--- src/rtl/mdr_pkg.sv ---
// Shared types and helpers for the memory-data/memory-address register block:
// FSM state, access-size codes, timeout counter sizing and alignment check.
package mdr_pkg;

  typedef enum logic [1:0] {
    IDLE    = 2'd0,
    RD_WAIT = 2'd1,
    WR_WAIT = 2'd2
  } mdr_state_e;

  localparam logic [1:0] SZ_BYTE = 2'b00;
  localparam logic [1:0] SZ_HALF = 2'b01;
  localparam logic [1:0] SZ_WORD = 2'b10;

  // Wide enough to hold 0..cycles.
  function automatic int cnt_width(input int cycles);
    return (cycles < 1) ? 1 : $clog2(cycles + 1);
  endfunction

  // Size code 2'b11 is handled as a word access.
  function automatic logic misaligned(input logic [1:0] sz, input logic [1:0] lane);
    case (sz)
      SZ_BYTE: return 1'b0;
      SZ_HALF: return lane[0];
      default: return (lane != 2'b00);
    endcase
  endfunction

endpackage

--- src/rtl/mdr_lane_align.sv ---
// Sub-word lane steering for a 32-bit memory port: store replication and byte
// enables, load extraction with zero/sign extension. Only built with MDR_SUBWORD_EN.
`ifdef MDR_SUBWORD_EN
module mdr_lane_align
  import mdr_pkg::*;
(
  input  logic [1:0]  i_size,
  input  logic [1:0]  i_lane,
  input  logic        i_sext,
  input  logic [31:0] i_store,
  input  logic [31:0] i_rdata,
  output logic [31:0] o_wdata,
  output logic [3:0]  o_be,
  output logic [31:0] o_load
);

  logic [7:0]  w_byte;
  logic [15:0] w_half;

  assign w_byte = i_rdata[{i_lane, 3'b000} +: 8];
  assign w_half = i_lane[1] ? i_rdata[31:16] : i_rdata[15:0];

  always_comb begin
    o_wdata = i_store;
    o_be    = 4'hF;
    o_load  = i_rdata;
    case (i_size)
      SZ_BYTE: begin
        o_wdata = {4{i_store[7:0]}};
        o_be    = 4'b0001 << i_lane;
        o_load  = {{24{i_sext & w_byte[7]}}, w_byte};
      end
      SZ_HALF: begin
        o_wdata = {2{i_store[15:0]}};
        o_be    = i_lane[1] ? 4'b1100 : 4'b0011;
        o_load  = {{16{i_sext & w_half[15]}}, w_half};
      end
      default: ;
    endcase
  end

endmodule
`endif

--- src/rtl/mdr_mem_if.sv ---
// MAR/MDR pair with a req/ack memory handshake, wait-state timeout and sticky
// error. Optional sub-word access (byte/half, WIDTH = 32) under MDR_SUBWORD_EN.
module mdr_mem_if
  import mdr_pkg::*;
#(
  parameter int WIDTH          = 32,
  parameter int ADDR_WIDTH     = 32,
  parameter int TIMEOUT_CYCLES = 16
) (
  input  logic                  clk,
  input  logic                  reset,
  input  logic                  mar_en,
  input  logic                  mdr_en,
  input  logic [WIDTH-1:0]      bus_in,
  input  logic                  mem_read,
  input  logic                  mem_write,
  input  logic [1:0]            size,
  input  logic                  sign_ext,
  output logic [ADDR_WIDTH-1:0] mar_out,
  output logic [WIDTH-1:0]      mdr_out,
  output logic                  busy,
  output logic                  done,
  output logic                  error,
  output logic                  mem_req,
  output logic                  mem_we,
  output logic [ADDR_WIDTH-1:0] mem_addr,
  output logic [WIDTH-1:0]      mem_wdata,
  output logic [WIDTH/8-1:0]    mem_be,
  input  logic [WIDTH-1:0]      mem_rdata,
  input  logic                  mem_ack
);

  localparam int CW = cnt_width(TIMEOUT_CYCLES);

  mdr_state_e            r_state, w_state_nxt;
  logic [ADDR_WIDTH-1:0] r_mar;
  logic [WIDTH-1:0]      r_mdr;
  logic [CW-1:0]         r_cnt;
  logic                  r_done;
  logic                  r_error;
  logic                  w_start;
  logic                  w_misal;
  logic                  w_tmo;
  logic [WIDTH-1:0]      w_load;

  assign w_start = (r_state == IDLE) && (mem_read || mem_write);
  assign w_tmo   = (r_cnt == CW'(TIMEOUT_CYCLES - 1));

`ifdef MDR_SUBWORD_EN
  // Size and extension are latched at start so the lanes stay stable while waiting.
  logic [1:0]            r_size;
  logic                  r_sext;
  logic [ADDR_WIDTH-1:0] w_mar_nxt;

  assign w_mar_nxt = mar_en ? ADDR_WIDTH'(bus_in) : r_mar;
  assign w_misal   = misaligned(size, w_mar_nxt[1:0]);

  always_ff @(posedge clk) begin
    if (reset) begin
      r_size <= SZ_WORD;
      r_sext <= 1'b0;
    end else if (w_start) begin
      r_size <= size;
      r_sext <= sign_ext;
    end
  end

  mdr_lane_align u_lane (
    .i_size  (r_size),
    .i_lane  (r_mar[1:0]),
    .i_sext  (r_sext),
    .i_store (r_mdr),
    .i_rdata (mem_rdata),
    .o_wdata (mem_wdata),
    .o_be    (mem_be),
    .o_load  (w_load)
  );
`else
  logic w_unused;

  assign w_unused  = ^{size, sign_ext};
  assign w_misal   = 1'b0;
  assign mem_wdata = r_mdr;
  assign mem_be    = '1;
  assign w_load    = mem_rdata;
`endif

  always_ff @(posedge clk) begin
    if (reset) r_state <= IDLE;
    else       r_state <= w_state_nxt;
  end

  always_ff @(posedge clk) begin
    if (reset) begin
      r_mar   <= '0;
      r_mdr   <= '0;
      r_cnt   <= '0;
      r_done  <= 1'b0;
      r_error <= 1'b0;
    end else begin
      r_done <= 1'b0;
      if (r_state == IDLE) begin
        if (mar_en) r_mar <= ADDR_WIDTH'(bus_in);
        if (mdr_en) r_mdr <= bus_in;
        // A misaligned start completes at once with the error raised.
        if (w_start) begin
          r_cnt   <= '0;
          r_error <= w_misal;
          r_done  <= w_misal;
        end
      end else if (mem_ack) begin
        if (r_state == RD_WAIT) r_mdr <= w_load;
        r_done <= 1'b1;
      end else if (w_tmo) begin
        r_error <= 1'b1;
        r_done  <= 1'b1;
      end else begin
        r_cnt <= r_cnt + 1'b1;
      end
    end
  end

  always_comb begin
    w_state_nxt = r_state;
    mem_req     = 1'b0;
    mem_we      = 1'b0;
    busy        = 1'b0;
    case (r_state)
      IDLE: begin
        if (w_start && !w_misal) w_state_nxt = mem_read ? RD_WAIT : WR_WAIT;
      end
      RD_WAIT: begin
        mem_req = 1'b1;
        busy    = 1'b1;
        if (mem_ack || w_tmo) w_state_nxt = IDLE;
      end
      WR_WAIT: begin
        mem_req = 1'b1;
        mem_we  = 1'b1;
        busy    = 1'b1;
        if (mem_ack || w_tmo) w_state_nxt = IDLE;
      end
      default: w_state_nxt = IDLE;
    endcase
  end

  assign mar_out  = r_mar;
  assign mdr_out  = r_mdr;
  assign mem_addr = r_mar;
  assign done     = r_done;
  assign error    = r_error;

endmodule

--- config.mk ---
export PLATFORM = sky130hd
export DESIGN_NAME = mdr_mem_if
export DESIGN_NICKNAME = d
export VERILOG_FILES = /design/src/rtl/mdr_pkg.sv /design/src/rtl/mdr_lane_align.sv /design/src/rtl/mdr_mem_if.sv
export SDC_FILE = /design/constraint.sdc
export NUM_CORES = 1
export LEC_CHECK = 0
export BUFFER_PORTS_ARGS = -buffer_cell sky130_fd_sc_hd__buf_2
export CORE_MARGIN = 2
export CORE_UTILIZATION = 35
export CTS_CLUSTER_SIZE = 20
export DETAILED_ROUTE_END_ITERATION = 8
export PLACE_DENSITY_LB_ADDON = 0.25
export SYNTH_ARGS = -nofsm -noshare
export SYNTH_HDL_FRONTEND = slang
export SYNTH_HIERARCHICAL = 1
export SYNTH_SLANG_ARGS = --single-unit
export TNS_END_PERCENT = 10
--- constraint.sdc ---
create_clock -name clk -period 1.8 [get_ports clk]
set_clock_uncertainty 0.05 [all_clocks]
set_input_delay 0.09 -clock clk [delete_from_list [all_inputs] [get_ports clk]]
set_output_delay 0.09 -clock clk [all_outputs]
set_load 0.1 [all_outputs]
Word-level counts from Yosys, hierarchy flattened
Cells that the tools add are included.
Word-level totals
  output and inout bits: 137
  flip-flop bits (word level): 73
  word-level logic and storage cells: 49
Cells by class
  muxes and demuxes: 20
  eq/ne operators: 8
  $add $sub $neg: 1
  reductions and logical operators: 14
Operators by type and width (count)
  $mux 32: 4
  $mux 5: 4
  $reduce_and 3->1: 3
  $mux 1: 8
  $mux 2: 3
  $ne 2x1->1 const B: 3
  $reduce_bool 2->1: 3
  $add 5x1->5 const B: 1
  $eq 5x4->1 const B: 1
  $ne 2x2->1 const B: 2
  $pmux 2 s2: 1
  $reduce_and 2->1: 2
  $reduce_or 2->1: 2
  $eq 2x1->1 const B: 1
  $eq 2x2->1 const B: 1
  $logic_not 2->1: 1
  $logic_or 1x1->1: 2
  $logic_and 1x1->1: 1

Longest topological paths before layout
Gate-level depths: netlist (run 1).
  depth after elaboration: 4
  gate-level depth with buffers: 9

Worst setup path after synthesis (run 1)
Ideal clock, no wire load.
  path kind: register to register
  start point: register r_state[1]
  end point: register r_state[1]
  slack: -0.380 ns
  clock period less this slack: 2.180 ns
  required time: 1.605 ns
  setup time: 0.145 ns
  cell stages (with the launch flop): 6
  arrival time: 1.986 ns
  path through: dfxtp_1 -> inv_1 -> ha_1 -> or3b_2 -> a21oi_1 -> a211oi_1
On the way
  cells in the longest elaborated chain, start to end: 4
  elaborated cells between the ends (all ways): 9
  those cells by class: eq/ne: 4; mux: 1; reduce/logical: 4
Ends and longest elaborated chain
  start: declaration: RTL line mdr_mem_if.sv:35  | mdr_state_e r_state, w_state_nxt;
  start signal: assignment: RTL line mdr_mem_if.sv:90  | else r_state <= w_state_nxt;
  $eq 2x1->1, or another cell as far along: RTL line mdr_mem_if.sv:128  | case (r_state)
  $reduce_or 2->1 (no line) / $logic_and 1x1->1 (equally long branches)
  $ne 2x1->1 (no line) / $ne 2x2->1 (equally long branches)
  $reduce_and 2->1 (no line)
Several ways; a longest one is shown, not always the timed one.
A chain may end at the register's enable or synchronous reset.

Final worst setup path (run 1)
  start point: register r_cnt[1]
  end point: register r_cnt[0]
On the way
  cells in the longest elaborated chain, start to end: 3
Ends and longest elaborated chain
  start: declaration: RTL line mdr_mem_if.sv:38  | logic [CW-1:0] r_cnt;
  start signal: assignment: RTL line mdr_mem_if.sv:118  | r_cnt <= r_cnt + 1'b1;
  $eq 5x4->1: RTL line mdr_mem_if.sv:47  | assign w_tmo = (r_cnt == CW'(TIMEOUT_CYCLES - 1));
  $ne 2x1->1 (no line)
  $reduce_and 3->1 (no line)
Every way passes these cells.

==> reports/metrics.cfg, run 1 <==
[cells_and_area]
final_cell_mix = buf_2, dfxtp_1, nand2_1
final_common_cell = buf_2
syn_to_final_growth_pct = 34.2
drive_gt1_share_pct = 48.4
n_antenna_cell = 0
nets = 661

[die]
die_w_um = 107
ios = 211
die_area_mm2 = 0.0115
num_rows = 37
start_util_pct = 36.1
die_h_um = 107
core_area_mm2 = 0.0104

[critical_path]
crit_fanout = 6
end_kind = register
crit_type = register to register
cp-start-kind = register
r2r_setup_slack_ns = 0.06
required_ns = 2.02
ff2ff_path_depth = 6
crit_arrival_ns = 1.96

[power_and_ir_drop]
p_per_area_mw_per_mm2 = 1360
peakVddDrop_v = 0.000680
finalPower_mw = 6.84
leakage_nw = 2.49

[routing]
drt_wl_total_um = 10500
drtPass1Iterations = 4
detail_route.vias_per_cell = 4.73
top_layer = met5
remaining_drc_errors = 0
route.met2.wl_um = 5170
antenna_left = 0
met3_length_um = 740
vias = 3421
drtIter0Drc = 134
wl_per_cell_um = 14.5
met1_length_um = 4410

[place]
preCtsSetupSlack_ns = -0.142
io_buffer_count = 203
hpwl_um = 7480
place_congestion = 0.826

[clock_network]
clk_latency_ns = 0.34
cts_tree = done
clk_pin_slew_worst_paths_ns = 0.07
cts_sinks = 73
post-cts-setup-buffers = 0
cts_buffer_depth = 2
htree_levels = 3
root_buffer = clkbuf_8
cts_buffers = 9

[yosys]
synth_warnings = 6
ys_types = 31
synth-seq-cells = 73
synth_cells = 415
seq_area_frac_synth_pct = 39.1
syn_area_mm2 = 0.00374
avgSynthCellArea_um2 = 9.02

[sta]
worst_slack_ns = 0.0600
fmax_mhz = 575
report.final.slew_viol_count = 0
rsz0062_at_grt = false
fin_crit_ns = 1.74
hold_violations = 0
min_period_over_period_pct = 96.7
setup_violations = 0

[hold_path]
hold_class = input port to register
min_delay_path_depth = 3

[flow_run]
maxCapViolCount = 0

[outcome]
outcome = completed

[global_route]
grt.overflow.total = 0
grt_pass1_wl_um = 15900
grt_start_max_net_pins = 43
first_global_vias = 3173
grtUsageTotal_pct = 17.7
grt_antenna_before_repair = 1

-- synthesized netlist by cell type --
cell type	n	area [µm²]
inv_1	3	11.3
nand2b_1	3	18.8
a21boi_0	1	7.51
nor3_1	33	165
buf_4	71	533
a21o_1	1	7.51
nor2_1	5	18.8
or2_1	1	6.26
dfxtp_1	73	1460
nand2_1	65	244
nand3b_1	2	15.0
or2_2	1	6.26
nand3_1	3	15.0
conb_1	1	3.75
clkbuf_1	23	86.3
buf_6	4	45.0
and3b_1	1	8.76
a21oi_1	37	185
ha_1	5	62.6
and3_1	1	6.26
or3_1	1	6.26
a31oi_1	2	12.5
a211oi_2	30	375
or3b_2	3	26.3
buf_2	3	15.0
o21ai_2	1	8.76
and2_1	2	12.5
a211oi_1	3	22.5
nor4_1	1	6.26
mux2i_1	34	340
nor4b_1	1	8.76
-- registers in the layout, summed over array words and instances (netlist names) --
signal / count
mdr_out: 32
r_state: 2
mar_out: 32
done: 1
r_cnt: 5
error: 1
-- power by group --
group | leakage (nW) | switching [mW] | internal [mW]
registers | 0.602 | 0.131 | 1.78
logic | 1.80 | 2.97 | 0.663
clock network | 0.0953 | 0.620 | 0.674
total | 2.49 | 3.72 | 3.12
-- kinds of logic (layout without fill, tap and decap cells) --
logic type	after synthesis	in the layout	share of synthesized area, %
AND/OR/NAND/NOR	123	123	15.1
multiplexers	34	34	9.09
other	1	4	0.100
AO/OA/AOI/OAI	75	75	16.5
adder cells (fa/ha/maj)	5	5	1.67
buffers and inverters	104	273	18.5
flip-flops	73	73	39.1
-- final timing paths --
check,start,endpoint
min,mem_ack,done
min reg2reg,mar_out[30],mar_out[30]
max,r_cnt[1],r_cnt[0]
max reg2reg,r_cnt[1],r_cnt[0]
-- critical path, stage by stage (launching register included) --
cell and delay [ns]:
dfxtp_1 0.33, ha_2 0.18, and3_4 0.15, ha_2 0.18
or3_4 0.41, or2_4 0.25, a21oi_2 0.13
-- through the flow --
stage	instances	setup TNS, ns	util (%)	area (µm²)	hold slack, ns
floorplan	418	-0.0684	-	3770	0.176
global placement	673	-0.103	42.8	4440	0.293
detailed placement	673	-0.310	42.8	4440	0.301
CTS	722	0	48.1	4990	0.00347
global route	723	0	48.4	5020	0.0238
finish	723	0	48.4	5020	0.0228
-- layer usage --
metal / vias up / GRT usage, %
li1: 1685 / -
met4: 2 / 6.87
met3: 15 / 3.75
met1: 1571 / 21.5
met5: - / 0
met2: 148 / 30.4
-- repair_timing --
| action | CTS | global route |
|---|---|---|
| endpoints found under the hold margin | 34 | 1 |
| hold buffers | 33 | 1 |
| setup endpoints to repair | 5 | 8 |
| resized for setup | 8 | 8 |
| pin swaps | 2 | 1 |
-- cell type report --
type	instances	area (µm²)
Fill cell	1022	5350
Clock inverter	5	55.1
Sequential cell	73	1460
Clock buffer	11	141
Multi-Input combinational cell	241	1650
Timing Repair Buffer	254	1530
Inverter	3	11.3
Tap cell	136	170
Note: power is estimated with default switching activity, not from simulation.
==> run 2: changes to the inputs <==
- CORE_ASPECT_RATIO: unset -> 1.1
- CORE_UTILIZATION: 35 -> 41
- CTS_BUF_LIST: unset -> sky130_fd_sc_hd__clkbuf_8
==> run 2 against run 1 <==
  * Final area up 0.60%
  * Fmax down 0.49%
  * Sequential power about the same
  * Non-clock buffer count down 4
  * Global-route usage up 3.3 points
  * Setup slack worse by 0.0086 ns
  * Hold slack better by 0.0073 ns
  * Power up 5.3%
  * Wire length up 1.2%
  * Cell count down 3.6%
==> reports/metrics.cfg, run 2 (synthesis gave the netlist of run 1 again) <==
[cells_and_area]
final_common_cell = buf_2  ; unchanged
final_cell_mix = buf_2, dfxtp_1, nand2_1, mux2i_1, a21oi_1  ; was buf_2, dfxtp_1, nand2_1
syn_to_final_growth_pct = 35.0  ; was 34.2%
n_antenna_cell = 0  ; unchanged
nets = 657  ; was 661
drive_gt1_share_pct = 47.9  ; was 48.4%

[power_and_ir_drop]
switchingPower_mw = 3.71  ; was 3.72 mW
combPwrFrac_pct = 50.5  ; was 53.2%
leakage_nw = 2.52  ; was 2.49 nW
intPower_mw = 3.49  ; was 3.12 mW
swShare_pct = 51.6  ; was 54.4%
p_seq_share_pct = 26.4  ; was 27.9%
p_clk_share_pct = 23.1  ; was 18.9%
peakVddDrop_v = 0.000750  ; was 0.000680 V
p_per_area_mw_per_mm2 = 1430  ; was 1360 mW/mm²

[critical_path]
cp_slowest_stage_delay_ns = 0.40  ; was 0.41 ns
cp_cell_sequence = ha_4, and3_4, ha_4, or3_4, or2_4, a21oi_2  ; was ha_2, and3_4, ha_2, or3_4, or2_4, a21oi_2
required_ns = 2.01  ; was 2.02 ns
crit_type = register to register  ; unchanged
crit_family = simple AND/OR/NAND/NOR gates  ; unchanged
crit_fanout = 6  ; unchanged
cp-start-kind = register  ; unchanged
crit_buf_inv = 0  ; unchanged
worst_path_most_repeated_cell = ha_4  ; was ha_2
crit_slowest_cell = or3_4  ; unchanged
r2r_setup_slack_ns = 0.05  ; was 0.06 ns
crit_arrival_ns = 1.96  ; about the same
end_kind = register  ; unchanged

[routing]
remaining_drc_errors = 0  ; unchanged
drtPass1Iterations = 6  ; was 4
drtIter0Drc = 135  ; was 134
vias = 3459  ; was 3421
detail_route.vias_per_cell = 4.96  ; was 4.73
antenna_left = 0  ; unchanged
wl_per_cell_um = 15.2  ; was 14.5 µm
drt_wl_total_um = 10600  ; was 10500 µm

[outcome]
outcome = completed  ; unchanged

[clock_network]
cts_buffers = 9  ; unchanged
clk_latency_ns = 0.33  ; was 0.34 ns
htree_levels = 3  ; unchanged
cts_buffer_depth = 2  ; unchanged
post-cts-setup-buffers = 0  ; unchanged
cts_sinks = 73  ; unchanged
clk_pin_slew_worst_paths_ns = 0.07  ; about the same
root_buffer = clkbuf_8  ; unchanged
cts_tree = done  ; unchanged

[sta]
setup_violations = 0  ; unchanged
fmax_mhz = 572  ; was 575 MHz
worst_slack_ns = 0.0514  ; was 0.0600 ns
hold_violations = 0  ; unchanged
fin_crit_ns = 1.75  ; was 1.74 ns
report.final.slew_viol_count = 0  ; unchanged
min_period_over_period_pct = 97.1  ; was 96.7%
holdWs_ns = 0.0302  ; was 0.0228 ns
rsz0062_at_grt = true  ; was false

[die]
die_h_um = 104  ; was 107 µm
start_util_pct = 42.2  ; was 36.1%
die_w_um = 95.1  ; was 107 µm
die_area_mm2 = 0.00991  ; was 0.0115 mm²
num_rows = 36  ; was 37
core_area_mm2 = 0.00887  ; was 0.0104 mm²
ios = 211  ; unchanged

[hold_path]
hold_class = input port to register  ; unchanged

[place]
io_buffer_count = 203  ; unchanged
place_congestion = 0.802  ; was 0.826
hpwl_um = 7130  ; was 7480 µm
preCtsSetupSlack_ns = -0.101  ; was -0.142 ns

[global_route]
first_global_vias = 3307  ; was 3173
grtUsageTotal_pct = 20.9  ; was 17.7%
grt.overflow.total = 0  ; unchanged
grt_antenna_before_repair = 0  ; was 1
grt_start_max_net_pins = 61  ; was 43
grt_pass1_wl_um = 16300  ; was 15900 µm
gr-usage-met1_pct = 24.1  ; was 21.5%
use_met3_pct = 4.13  ; was 3.75%
grt.busiest_layer = met2  ; unchanged
use_met2_pct = 38.8  ; was 30.4%

[flow_run]
maxCapViolCount = 0  ; unchanged

## run 2: repair_timing
| item | CTS | global route |
|---|---|---|
| resized for setup | 10 | 7 |
| setup endpoints to repair | 5 | 26 |
| hold buffers | 33 | 0 |
| pin swaps | 4 | 1 |
| hold endpoints to repair | 33 | 0 |
## run 2: worst reg2reg max path, cell delays in order, from the launching register on
cell,delay (ns)
dfxtp_1,0.34
ha_4,0.17
and3_4,0.18
ha_4,0.17
or3_4,0.41
or2_4,0.25
a21oi_2,0.11
## run 2: worst paths after layout
| check | startpoint | end | cells past startpoint |
|---|---|---|---|
| min | mem_ack | done | 3 |
| max | r_cnt[1] | r_cnt[0] | 6 |
| min reg2reg | mar_out[30] | mar_out[30] | 2 |
| max reg2reg | r_cnt[1] | r_cnt[0] | 6 |
## run 2: per-stage QoR
step | std cells | util (%) | TNS [ns] | instance area (µm²) | power, mW
5_1_grt | 697 | 56.9 | -0.00773 | 5050 | 7.45
3_3_place_gp | 648 | 49.6 | -0.124 | 4400 | 5.49
6_report | 697 | 56.9 | 0 | 5050 | 7.20
4_1_cts | 697 | 56.6 | 0 | 5030 | 7.25
2_1_floorplan | 418 | - | -0.0684 | 3770 | 5.17
3_5_place_dp | 648 | 49.6 | -0.332 | 4400 | 5.51
## run 2: final cells by class
cell class	count	area, µm²
clock buffer	9	124
clock inverter	7	135
fill	795	3820
inverter	3	11.3
multi-input combinational	241	1670
sequential	73	1460
tap	114	143
timing repair buffer	250	1510
## run 2: power by group through the flow
stage	Combinational (mW)	Sequential [mW]	Clock, mW
after global placement	3.57	1.93	0
after floorplan	2.14	3.03	0
after global routing	3.76	1.92	1.77
after detailed placement	3.58	1.93	0
final	3.64	1.90	1.66
after CTS	3.65	1.90	1.71
## run 2: layer usage
metal | part of all wire, % | wire length [µm]
met1 | 41 | 4370
met2 | 52 | 5510
met3 | 5.9 | 627
met4 | 0.97 | 103
met5 | 0 | 0
==> run 3: changes to the inputs <==
- ABC_AREA: unset -> 1
==> run 3 against run 2 <==
  * Wire length fell by 7.6%
  * Power rose by 13%
  * Non-clock buffer count fell by 2
  * Largest power group unchanged
==> reports/metrics.cfg, run 3 <==
[yosys]
netlist.area_leader.share_pct = 39.8  ; was 39.1%
ys_top_cells_by_area = dfxtp_1, buf_4, nor2_1  ; was dfxtp_1, buf_4, a211oi_2
synth-edff-count = 0  ; unchanged
avgSynthCellArea_um2 = 6.94  ; was 9.02 µm²
ys_top_cells_by_count = nor2_1, nand2_1, buf_4, dfxtp_1, o21ai_0  ; was dfxtp_1, buf_4, nand2_1
synth-async-reset-ratio_pct = 0  ; unchanged
synth-seq-cells = 73  ; unchanged
synth_cells = 529  ; was 415
seq_area_frac_synth_pct = 39.8  ; was 39.1%
synth_warnings = 6  ; unchanged
yosysMostFrequentCell = nor2_1  ; was dfxtp_1
synth_top_area_cell = dfxtp_1  ; unchanged
syn_area_mm2 = 0.00367  ; was 0.00374 mm²
ys.flop_type = dfxtp_1  ; unchanged
ys_types = 24  ; was 31

[critical_path]
crit_type = register to output pin  ; was register to register
crit_arrival_ns = 1.54  ; was 1.96 ns
startpoint = r_state[0]  ; was r_cnt[1]
timing.rr.start = r_cnt[0]  ; was r_cnt[1]
cp-start-kind = register  ; unchanged
required_ns = 1.66  ; was 2.01 ns
end_kind = output pin  ; was register
crit_fanout = 3  ; was 6

[sta]
setup_violations = 0  ; unchanged
finalSetupTns_ns = 0  ; unchanged
hold_violations = 0  ; unchanged
fmax_mhz = 595  ; was 572 MHz
rsz0062_at_grt = false  ; was true
min_period_over_period_pct = 93.4  ; was 97.1%
fin_crit_ns = 1.68  ; was 1.75 ns
report.final.slew_viol_count = 0  ; unchanged

[cells_and_area]
n_antenna_cell = 0  ; unchanged
syn_to_final_growth_pct = 31.1  ; was 35.0%
multi_input_area_mm2 = 0.00149  ; was 0.00167 mm²
nets = 774  ; was 657
fillCellCount = 911  ; was 795
final_cell_mix = buf_2, nor2_1, nand2_1, dfxtp_1, o21ai_0  ; was buf_2, dfxtp_1, nand2_1, mux2i_1, a21oi_1
final-seq-area_mm2 = 0.00146  ; about the same
finalNonFillerCells = 814  ; was 697
drive_gt1_share_pct = 34.0  ; was 47.9%
final_util_pct = 54.8  ; was 56.9%
final_common_cell = buf_2  ; unchanged

[die]
start_util_pct = 41.8  ; was 42.2%
ios = 211  ; unchanged
die_w_um = 94.2  ; was 95.1 µm
num_rows = 36  ; unchanged
core_area_mm2 = 0.00878  ; was 0.00887 mm²
die_h_um = 103  ; was 104 µm
die_area_mm2 = 0.00973  ; was 0.00991 mm²

[place]
place_inst = 763  ; was 648
hpwl_um = 6600  ; was 7130 µm
io_buffer_count = 203  ; unchanged
place_congestion = 0.852  ; was 0.802

[routing]
detail_route.vias_per_cell = 4.50  ; was 4.96
wl_per_cell_um = 12.0  ; was 15.2 µm
drtIter0Drc = 117  ; was 135
vias = 3661  ; was 3459
drt_wl_total_um = 9800  ; was 10600 µm
drtPass1Iterations = 4  ; was 6
antenna_left = 0  ; unchanged
remaining_drc_errors = 0  ; unchanged

[outcome]
outcome = completed  ; unchanged

[power_and_ir_drop]
peakVddDrop_v = 0.000852  ; was 0.000750 V
leakage_nw = 2.68  ; was 2.52 nW
p_per_area_mw_per_mm2 = 1690  ; was 1430 mW/mm²
finalPower_mw = 8.15  ; was 7.20 mW

[global_route]
grt_pass1_wl_um = 14900  ; was 16300 µm
grt.overflow.total = 0  ; unchanged
first_global_vias = 3176  ; was 3307
grtUsageTotal_pct = 19.5  ; was 20.9%
grt_start_max_net_pins = 68  ; was 61
grt_antenna_before_repair = 0  ; unchanged

[hold_path]
min_from = mem_rdata[16]  ; was mem_ack
hold_class = input port to register  ; unchanged

[clock_network]
htree_levels = 3  ; unchanged
clk_latency_ns = 0.34  ; was 0.33 ns
cts_buffer_depth = 2  ; unchanged
cts_buffers = 9  ; unchanged
cts_sinks = 73  ; unchanged
cts_tree = done  ; unchanged
root_buffer = clkbuf_8  ; unchanged
clk_pin_slew_worst_paths_ns = 0.08  ; was 0.07 ns

[flow_run]
maxCapViolCount = 0  ; unchanged

==> run 3: changes by cell type after synthesis, moves of 3 or more <==
cell	delta
inv_1	+6
a211oi_1	-3
o21ai_0	+57
buf_2	+6
clkbuf_1	-16
nand2_1	+53
or3b_2	-3
mux2i_1	-34
o21ai_1	+8
a211oi_2	-30
nand2b_1	-3
a21oi_1	-32
nor2_1	+139
nor3_1	-33
==> run 3: path summary, 6_finish.rpt <==
path | slack (ns) | to | cells past startpoint
hold reg to reg | 0.42 | error | 1
hold / removal | 0.01 | mdr_out[16] | 5
setup reg to reg | 0.14 | r_cnt[4] | 8
setup / recovery | 0.12 | mem_req | 3
==> run 3: per-layer routing <==
metal	share of wire, %	track usage [%]	vias up
li1	-	-	1898
met1	42	23.0	1598
met2	49	34.6	153
met3	7.3	4.86	12
met4	1.4	7.13	0
met5	0	0	-
==> run 3: final cells by class <==
class,instances,area share [%]
multi-input cells,351,30.9
flip-flops and latches,73,30.4
repair buffers,248,30.2
well taps,114,2.96
clock buffers,10,2.86
clock inverters,6,1.72
inverters,12,1.04
==> run 3: logic make-up after synthesis <==
family	Yosys count	synth area share, %
adders and majority gates	5	1.70
and+or+nand+nor	270	28.3
DFF	73	39.8
buffers and inverters	108	20.1
AOI/OAI and AO/OA	72	9.98
other	1	0.102
==> run 3: timing repair <==
action                                 CTS  global route
hold buffers                            35             0
buffers inserted                         0             0
gates resized for setup                  0             2
setup endpoints to repair                0             5
endpoints found under the hold margin   37             0
==> run 3: metrics by stage <==
stage                     hold WS [ns]  instance area (µm²)  setup slack, ns
after floorplan                  0.109                 3690            0.241
after global placement           0.309                 4240            0.209
after detailed placement         0.315                 4240            0.178
after CTS                     0.000221                 4810           0.0965
after global routing            0.0220                 4810          0.00974
final                           0.0116                 4810            0.118
==> run 3: where the power goes <==
group,total [mW],switching [mW],internal [mW]
combinational,4.72,4.02,0.695
clock,1.42,0.610,0.811
sequential,2.01,0.160,1.85
total,8.15,4.79,3.36
==> run 3: worst max-delay path, stage by stage (launching register included) <==
cell and delay (ns):
dfxtp_1 0.36, inv_1 0.07, ha_2 0.34, buf_2 0.42
